File: src/rtl/sound_fx_if.sv
// Event-trigger and audio-status bundle between the game logic and the sound effect player.
interface sound_fx_if;
  logic       sound_en;
  logic       step_trig;
  logic       shot_trig;
  logic       hit_trig;
  logic       audio_out;
  logic       busy;
  logic [1:0] effect_id;
  logic [1:0] note_idx;

  modport master (
    output sound_en, step_trig, shot_trig, hit_trig,
    input  audio_out, busy, effect_id, note_idx
  );

  modport slave (
    input  sound_en, step_trig, shot_trig, hit_trig,
    output audio_out, busy, effect_id, note_idx
  );
endinterface

File: src/rtl/sound_fx_player.sv
// Turns one-cycle game event pulses into short fixed note sequences on a 1-bit square wave.
// Higher-priority events preempt lower ones; sound_en low mutes and aborts immediately.
module sound_fx_player #(
  parameter int TICK_CYCLES = 500000,
  parameter int HP_UNIT     = 500
) (
  input  logic        clk,
  input  logic        reset,
  sound_fx_if.slave   bus
);

  localparam int PW = (HP_UNIT > 1)     ? $clog2(HP_UNIT)     : 1;
  localparam int TW = (TICK_CYCLES > 1) ? $clog2(TICK_CYCLES) : 1;

  localparam logic [1:0] FX_NONE = 2'd0;
  localparam logic [1:0] FX_STEP = 2'd1;
  localparam logic [1:0] FX_SHOT = 2'd2;
  localparam logic [1:0] FX_HIT  = 2'd3;

  typedef enum logic {IDLE, PLAY} state_e;

  typedef struct packed {
    logic       last;
    logic [7:0] code;
    logic [3:0] dur;
  } note_t;

  // Code 0 is a rest; 'last' marks the final note of each effect.
  function automatic note_t note_rom(input logic [1:0] fx, input logic [1:0] idx);
    note_t n;
    n = '{last: 1'b1, code: 8'd0, dur: 4'd0};
    unique case ({fx, idx})
      {FX_STEP, 2'd0}: n = '{last: 1'b1, code: 8'd100, dur: 4'd5};
      {FX_SHOT, 2'd0}: n = '{last: 1'b0, code: 8'd50,  dur: 4'd2};
      {FX_SHOT, 2'd1}: n = '{last: 1'b0, code: 8'd62,  dur: 4'd2};
      {FX_SHOT, 2'd2}: n = '{last: 1'b1, code: 8'd83,  dur: 4'd2};
      {FX_HIT,  2'd0}: n = '{last: 1'b0, code: 8'd125, dur: 4'd3};
      {FX_HIT,  2'd1}: n = '{last: 1'b0, code: 8'd167, dur: 4'd3};
      {FX_HIT,  2'd2}: n = '{last: 1'b0, code: 8'd250, dur: 4'd3};
      {FX_HIT,  2'd3}: n = '{last: 1'b1, code: 8'd0,   dur: 4'd4};
      default:         n = '{last: 1'b1, code: 8'd0,   dur: 4'd0};
    endcase
    return n;
  endfunction

  state_e          state_q, state_d;
  logic [1:0]      eff_q, eff_d;
  logic [1:0]      nidx_q, nidx_d;
  logic            audio_q, audio_d;
  logic [PW-1:0]   pre_q, pre_d;
  logic [7:0]      hp_q, hp_d;
  logic [TW-1:0]   tick_q, tick_d;
  logic [3:0]      dur_q, dur_d;

  logic [1:0]      trig_id;
  logic            pre_wrap;
  logic            tick_wrap;
  note_t           cur_note;
  note_t           nxt_note;
  note_t           start_note;

  always_comb begin
    if (bus.hit_trig)       trig_id = FX_HIT;
    else if (bus.shot_trig) trig_id = FX_SHOT;
    else if (bus.step_trig) trig_id = FX_STEP;
    else                    trig_id = FX_NONE;
  end

  assign cur_note   = note_rom(eff_q, nidx_q);
  assign nxt_note   = note_rom(eff_q, nidx_q + 2'd1);
  assign start_note = note_rom(trig_id, 2'd0);
  assign pre_wrap   = (pre_q  == PW'(HP_UNIT - 1));
  assign tick_wrap  = (tick_q == TW'(TICK_CYCLES - 1));

  always_comb begin
    state_d = state_q;
    eff_d   = eff_q;
    nidx_d  = nidx_q;
    audio_d = audio_q;
    pre_d   = pre_q;
    hp_d    = hp_q;
    tick_d  = tick_q;
    dur_d   = dur_q;

    if (!bus.sound_en) begin
      state_d = IDLE;
      eff_d   = FX_NONE;
      nidx_d  = 2'd0;
      audio_d = 1'b0;
      pre_d   = '0;
      hp_d    = '0;
      tick_d  = '0;
      dur_d   = '0;
    end else if (trig_id != FX_NONE && (state_q == IDLE || trig_id > eff_q)) begin
      // New effect, or strictly-higher-priority preemption: restart from note 0.
      state_d = PLAY;
      eff_d   = trig_id;
      nidx_d  = 2'd0;
      audio_d = 1'b0;
      pre_d   = '0;
      hp_d    = '0;
      tick_d  = '0;
      dur_d   = start_note.dur;
    end else if (state_q == PLAY) begin
      pre_d = pre_wrap ? '0 : pre_q + PW'(1);
      if (pre_wrap && cur_note.code != 8'd0) begin
        if (hp_q == cur_note.code - 8'd1) begin
          hp_d    = '0;
          audio_d = ~audio_q;
        end else begin
          hp_d = hp_q + 8'd1;
        end
      end

      tick_d = tick_wrap ? '0 : tick_q + TW'(1);
      if (tick_wrap) begin
        if (dur_q == 4'd1) begin
          // Final cycle of this note: next note loads with no gap, or the effect ends.
          audio_d = 1'b0;
          pre_d   = '0;
          hp_d    = '0;
          tick_d  = '0;
          if (cur_note.last) begin
            state_d = IDLE;
            eff_d   = FX_NONE;
            nidx_d  = 2'd0;
            dur_d   = '0;
          end else begin
            nidx_d = nidx_q + 2'd1;
            dur_d  = nxt_note.dur;
          end
        end else begin
          dur_d = dur_q - 4'd1;
        end
      end
    end
  end

  always_ff @(posedge clk) begin
    if (reset) begin
      state_q <= IDLE;
      eff_q   <= FX_NONE;
      nidx_q  <= 2'd0;
      audio_q <= 1'b0;
      pre_q   <= '0;
      hp_q    <= '0;
      tick_q  <= '0;
      dur_q   <= '0;
    end else begin
      state_q <= state_d;
      eff_q   <= eff_d;
      nidx_q  <= nidx_d;
      audio_q <= audio_d;
      pre_q   <= pre_d;
      hp_q    <= hp_d;
      tick_q  <= tick_d;
      dur_q   <= dur_d;
    end
  end

  assign bus.audio_out = audio_q;
  assign bus.busy      = (state_q == PLAY);
  assign bus.effect_id = eff_q;
  assign bus.note_idx  = nidx_q;

endmodule
File: src/flat_wrapper.sv
// flat-port wrapper written by rule: the top's interface ports become plain ports
module sound_fx_player_flat 
#(
  parameter int TICK_CYCLES = 500000,
  parameter int HP_UNIT     = 500
)
  (clk, reset, bus_sound_en, bus_step_trig, bus_shot_trig, bus_hit_trig, bus_audio_out, bus_busy, bus_effect_id, bus_note_idx);
  sound_fx_if bus_i ();
  input  logic clk;
  input  logic reset;
  input wire logic [$bits(bus_i.sound_en)-1:0] bus_sound_en;
  input wire logic [$bits(bus_i.step_trig)-1:0] bus_step_trig;
  input wire logic [$bits(bus_i.shot_trig)-1:0] bus_shot_trig;
  input wire logic [$bits(bus_i.hit_trig)-1:0] bus_hit_trig;
  output wire logic [$bits(bus_i.audio_out)-1:0] bus_audio_out;
  output wire logic [$bits(bus_i.busy)-1:0] bus_busy;
  output wire logic [$bits(bus_i.effect_id)-1:0] bus_effect_id;
  output wire logic [$bits(bus_i.note_idx)-1:0] bus_note_idx;
  assign bus_i.sound_en = bus_sound_en;
  assign bus_i.step_trig = bus_step_trig;
  assign bus_i.shot_trig = bus_shot_trig;
  assign bus_i.hit_trig = bus_hit_trig;
  assign bus_audio_out = bus_i.audio_out;
  assign bus_busy = bus_i.busy;
  assign bus_effect_id = bus_i.effect_id;
  assign bus_note_idx = bus_i.note_idx;
  sound_fx_player #(.TICK_CYCLES(TICK_CYCLES), .HP_UNIT(HP_UNIT)) u_core (.clk(clk), .reset(reset), .bus(bus_i));
endmodule
File: config.mk
export PLATFORM = sky130hd
export DESIGN_NAME = sound_fx_player_flat
export DESIGN_NICKNAME = d
export VERILOG_FILES = /design/src/rtl/sound_fx_if.sv /design/src/rtl/sound_fx_player.sv /design/src/flat_wrapper.sv
export SDC_FILE = /design/constraint.sdc
export NUM_CORES = 1
export LEC_CHECK = 0
export BUFFER_PORTS_ARGS = -buffer_cell sky130_fd_sc_hd__buf_2
export CAP_MARGIN = 0
export CELL_PAD_IN_SITES_DETAIL_PLACEMENT = 0
export CELL_PAD_IN_SITES_GLOBAL_PLACEMENT = 2
export CORE_MARGIN = 3
export CORE_UTILIZATION = 37
export DETAILED_ROUTE_END_ITERATION = 10
export GPL_TIMING_DRIVEN = 1
export PLACE_DENSITY_LB_ADDON = 0.05
export SYNTH_ARGS = -nofsm -noshare
export SYNTH_HDL_FRONTEND = slang
export SYNTH_SLANG_ARGS = --single-unit
File: constraint.sdc
create_clock -name clk -period 3.83 [get_ports clk]
set_input_delay 0 -clock clk [delete_from_list [all_inputs] [get_ports clk]]
set_output_delay 0 -clock clk [all_outputs]
set_load 0.02 [all_outputs]
# --- Word level (Yosys, flattened, before mapping) ---
# Memories as Yosys holds them, arrays and structs flattened.
# Cells that the tools add are included.
word_totals:
  reg_bits: 46
  rom_bits: 384
  inputBits: 6
  output_inout_bits: 6
  elab_cells: 75
  memories: 2
mem_list:
  columns: ["name", "words", "width", "rd", "rd_clocked_by_memory_dff", "wr", "line_no", "text"]
  rows:
  - ["(no name shown)", 16, 12, 1, 0, 0, "sound_fx_player.sv:32", "unique case ({fx, idx})"]
  - ["(no name shown)", 16, 12, 1, 0, 0, "sound_fx_player.sv:32", null]
classes:
  add_sub_neg: 6
  n_lt_le_gt_ge: 1
  eq_ne: 7
  muxes: 34
  n_bitwise: 3
  n_reduce_logical: 14
ops:
  columns: ["op", "count"]
  rows:
  - ["2-to-1 mux 19 bit", 3]
  - ["2-to-1 mux 8 bit", 4]
  - ["2-to-1 mux 9 bit", 3]
  - ["2-to-1 mux 4 bit", 5]
  - ["adder 19 x 1 -> 19 bit, second input constant", 1]
  - ["== test 19 bit, second input constant", 1]
  - ["2-to-1 mux 2 bit", 8]
  - ["2-to-1 mux 1 bit", 10]
  - ["nonzero test 2 bit", 5]
  - ["adder 9 x 1 -> 9 bit, second input constant", 1]
  - ["== test 9 bit, second input constant", 1]
  - ["one-hot mux 3 bit (3 select lines)", 1]
  - ["adder 8 x 1 -> 8 bit, second input constant", 1]
  - ["== test 8 bit", 1]
  - ["nonzero test 8 bit", 1]
  - ["subtractor 8 x 1 -> 8 bit, second input constant", 1]
  - ["== test 2 bit, second input constant", 2]
  - ["== test 4 x 1 -> 1 bit, second input constant", 1]
  - ["AND reduction 4 bit", 1]
  - ["subtractor 4 x 1 -> 4 bit, second input constant", 1]
  - ["NOT 1 bit", 3]
  - ["AND reduction 3 bit", 1]
  - ["OR reduction 3 bit", 1]
  - ["adder 2 x 1 -> 2 bit, second input constant", 1]
  - ["other kinds (6)", 7]

# --- Logic depth before layout (Yosys ltp) ---
depth:
  depth_word: 8
  ltp_mapped: 13
  mapped_depth_nobuf: 13

# --- Worst setup path before layout ---
# No wires, ideal clock.
synth_timing:
  kind: "reg-to-reg"
  start: "register u_core.nidx_q[1], in the netlist u_core.bus.note_idx[1]"
  end: "register u_core.hp_q[7]"
  setup_time_ps: 114
  t_arrival_ps: 2771
  t_required_ps: 3716
  setup_slack_ps: 945
  stages_incl_launch_ff: 14
  path_buffers: 0
  period_less_slack_ps: 2885
  cell_sequence: "dfxtp_1 -> inv_1 -> ha_1 -> nand2_1 -> o21ai_0 -> nand2_1 -> ha_1 -> o211ai_1 -> o21a_2 -> nand4_1 -> or3_1 -> and2_0 -> o2111a_1 -> a21o_1"
synth_via:
  elab_chain_len: 7
  elab_cells_between_ends: 9
  classes_between: "add/sub: 1; eq/ne: 1; mux: 4; reduce/logical: 2; memory: 1"
synth_lines:
  columns: ["element", "line_no", "text"]
  rows:
  - ["start, declared", "sound_fx_player.sv:48", "logic [1:0] nidx_q, nidx_d;"]
  - ["start signal, assigned", "sound_fx_player.sv:152", "nidx_q <= nidx_d;"]
  - ["memory read (16 x 12 bit) (*)", null, null]
  - ["subtractor 8 x 1 -> 8 bit", "sound_fx_player.sv:107", "if (hp_q == cur_note.code - 8'd1) begin"]
  - ["== test 8 bit", "sound_fx_player.sv:107", null]
  - ["2-to-1 mux 8 bit", "sound_fx_player.sv:107", null]
  - ["2-to-1 mux 8 bit (*)", "sound_fx_player.sv:106", "if (pre_wrap && cur_note.code != 8'd0) begin"]
  - ["2-to-1 mux 8 bit", "sound_fx_player.sv:117", "if (dur_q == 4'd1) begin"]
  - ["2-to-1 mux 8 bit (*)", "sound_fx_player.sv:116", "if (tick_wrap) begin"]
  - ["end signal, assigned", "sound_fx_player.sv:155", "hp_q <= hp_d;"]
  - ["end, declared", "sound_fx_player.sv:51", "logic [7:0] hp_q, hp_d;"]
# Every way passes the cells marked *; elsewhere a longest branch is shown, timed or not.
# A chain may end at the register's enable or synchronous reset.

# --- Final worst setup path ---
# Same ends and word-level chain as after synthesis.

==> results.md <==
- Worst vdd ir: 0.1513 mV
- DIE WIDTH: 95.20 um
- Register bit total from synthesis: 46
- Crit start category: flop
- Vias per Instance: 5.197
- Syn_nets: 393
- Req. time, crit path: 4.03 ns
- Hold Fails Final Rpt: 0
- Die Y: 95.20 um
- Std-Cell Rows: 31
- Syn. warnings: 0
- Max Fanout on Critical Path: 12
- Setup TNS: 0 ns
- Commonest cells after routing, fill and taps aside: nor2_1 (52), dfxtp_1 (46), nand2_1 (35)
- Worst setup path class: flop to flop
- Layout Skew: 0.003964 ns
- Number of global-route vias before repair: 2486
- CP endpoint kind: flop
- Headroom to the max-slew limit: 38.43%
- GRT Residual Overflow: 0
- Max_cap viols: 0
- Tcrit/Tclk final: 82.88%
- Unique masters post-synth: 64
- Iter 0 DRT Violations: 80
- Antenna viol nets, final: 0
- Final nets: 405
- Initial core utilization: 39.33%
- P&R area growth vs syn: 8.967%
- Routed len/inst: 13.88 um
- Largest net degree at the start of global routing: 23
- Switching part of the total: 24.98%
- Combinational share of power: 10.6%
- Clock transition at the registers of the reported paths: 0.09 ns
- Tightest Pin Transition: 0.9216 ns
- Sw power: 0.2379 mW
- CTS buffer count: 5
- Setup bufs post-CTS: 0
- Slew Limit Fails: 0
- Power Density: 296.8 nW/um^2
- Via count: 2510
- CTS Hold Bufs: 3
- Top_reg_cell synth: dfxtp_1
- Max clock buf depth: 2
- Fmax: 315.0 MHz
- Minimum clock period: 3.174 ns
- # DRC: 0
- Synth Cell Area: 2944 sq um
- Status: finished, final reports clean
- RSZ-0062 raised after global routing: no
- Worst R2R Setup Slack: 0.66 ns
- Worst EP arrival: 3.37 ns
- Core Region: 7486 sq um
- DR pass1 iterations: 4
- EDFF count, synth: 0
- Die Area: 9063 sq um
- GRT Total Usage: 16.42%
- WHS Path Cells: 3
- Sequential-to-total area share from yosys stat: 31.28%
- Worst-case reg-to-reg path depth: 13
- Most common cell after layout, fill and taps aside: nor2_1
- Hold crit path type: input port to flop
- Setup WS pre-CTS: 0.6721 ns
- CTS Root Cell: clkbuf_8
- First-pass GRT wire length: 11950 um
- Sequential share of power: 51.6%
- Clk pwr share: 37.8%
- PnR worst setup slack: 0.6558 ns
- Post-Synthesis Cells: 371
- Port Buf Inserts: 11
- TritonCTS Sinks: 46
- Cell-internal power: 0.7143 mW
- Ys async rst share: 0%
- DRT Wirelength: 6706 um
- CTS tree: done
- H-tree depth: 2
- Leak: 1.148 nW
- DPL Wire Length: 4951 um
- Initial antenna violation count: 0
- IO Count: 12
- Resized cells post-CTS: 0
- Diodes inserted: 0
- Syn avg cell area: 7.936 sq um
- Gpl congestion: 0.7343
- Count of final setup violators: 0
- Clock Latency Late Sink: 0.30 ns
- Share of cells above drive strength 1: 9.375%
==> logic make-up (layout without fill, tap and decap cells) <==
group	Yosys count	after routing	synth area share [%]
XOR/XNOR	36	36	10.97
AO/OA/AOI/OAI	65	65	14.19
buffers and inverters	25	38	4.122
AND/OR/NAND/NOR	181	181	31.96
adder cells (fa/ha/maj)	16	16	6.800
flip-flops	46	46	31.28
multiplexers	2	2	0.6800
==> synthesized netlist by cell type, drive strengths merged (4+ instances only) <==
cell | count | area share [%]
inv | 13 | 1.7
o21a | 4 | 1.1
nand2 | 36 | 4.7
o21ai | 19 | 3.2
xnor2 | 16 | 5.0
and3 | 7 | 1.5
buf | 6 | 1.7
a21oi | 19 | 3.2
nor2b | 8 | 1.7
nand3 | 21 | 3.7
nor3 | 8 | 1.5
clkbuf | 5 | 0.64
nor2 | 52 | 6.6
ha | 16 | 6.8
nand4 | 19 | 4.0
xor2 | 20 | 5.9
dfxtp | 46 | 31
==> worst max-delay path, cell delays in order, from the launching register on <==
cell and delay (ns):
dfxtp_1 0.58, inv_1 0.16, ha_1 0.39, nand2_1 0.07, o21ai_0 0.10, nand2_1 0.10, ha_1 0.23, o211ai_1 0.07
o21a_2 0.22, nand4_1 0.19, or3_1 0.43, and2_0 0.17, o2111a_1 0.24, a21o_1 0.14
==> power by group through the flow <==
stage	clock network [mW]	registers [mW]	logic, mW
after floorplan	0	0.499	0.0821
after global placement	0	0.502	0.101
after detailed placement	0	0.502	0.0989
after CTS	0.376	0.491	0.102
after global routing	0.394	0.493	0.116
final	0.360	0.491	0.101
==> worst paths after layout <==
path                               start                       to
setup / recovery  u_core.bus.note_idx[1]           u_core.hp_q[7]
hold / removal              bus_sound_en  u_core.bus.effect_id[0]
setup reg to reg  u_core.bus.note_idx[1]           u_core.hp_q[7]
hold reg to reg     u_core.bus.audio_out     u_core.bus.audio_out
==> state kept, by name, summed over array words and instances, names as in the netlist <==
name and count:
u_core.bus.audio_out 1, u_core.hp_q 8, u_core.bus.effect_id 2, u_core.bus.note_idx 2, u_core.pre_q 9, u_core.dur_q 4, u_core.tick_q 19, u_core.bus.busy 1
==> layout make-up <==
cell class	instances	area [sq um]
multi-input cells	300	1902
clock buffers	5	68.82
repair buffers	16	100.1
fillers	781	4278
flip-flops and latches	46	920.9
well taps	99	123.9
clock inverters	3	40.04
inverters	14	52.55
==> stage by stage <==
stage	hold WS (ns)	cell area, sq um	power, mW	utilization (%)	cells
after CTS	0.04872	3208	0.9695	42.85	483
after detailed placement	0.3164	3069	0.6013	41.00	472
after global routing	0.08043	3208	1.002	42.85	483
final	0.04660	3208	0.9522	42.85	483
after global placement	0.3168	3069	0.6029	41.00	472
after floorplan	0.1798	2944	0.5810	-	371
==> layer usage <==
metal	track usage [%]	share of wire, %	vias to the layer above	wire, um
li1	-	-	1336	-
met1	22.39	50	1146	3367
met2	27.00	47	24	3120
met3	2.684	2.3	4	152
met4	3.966	0.97	0	65
met5	0	0	-	0
(Power assumes the default switching activity.)
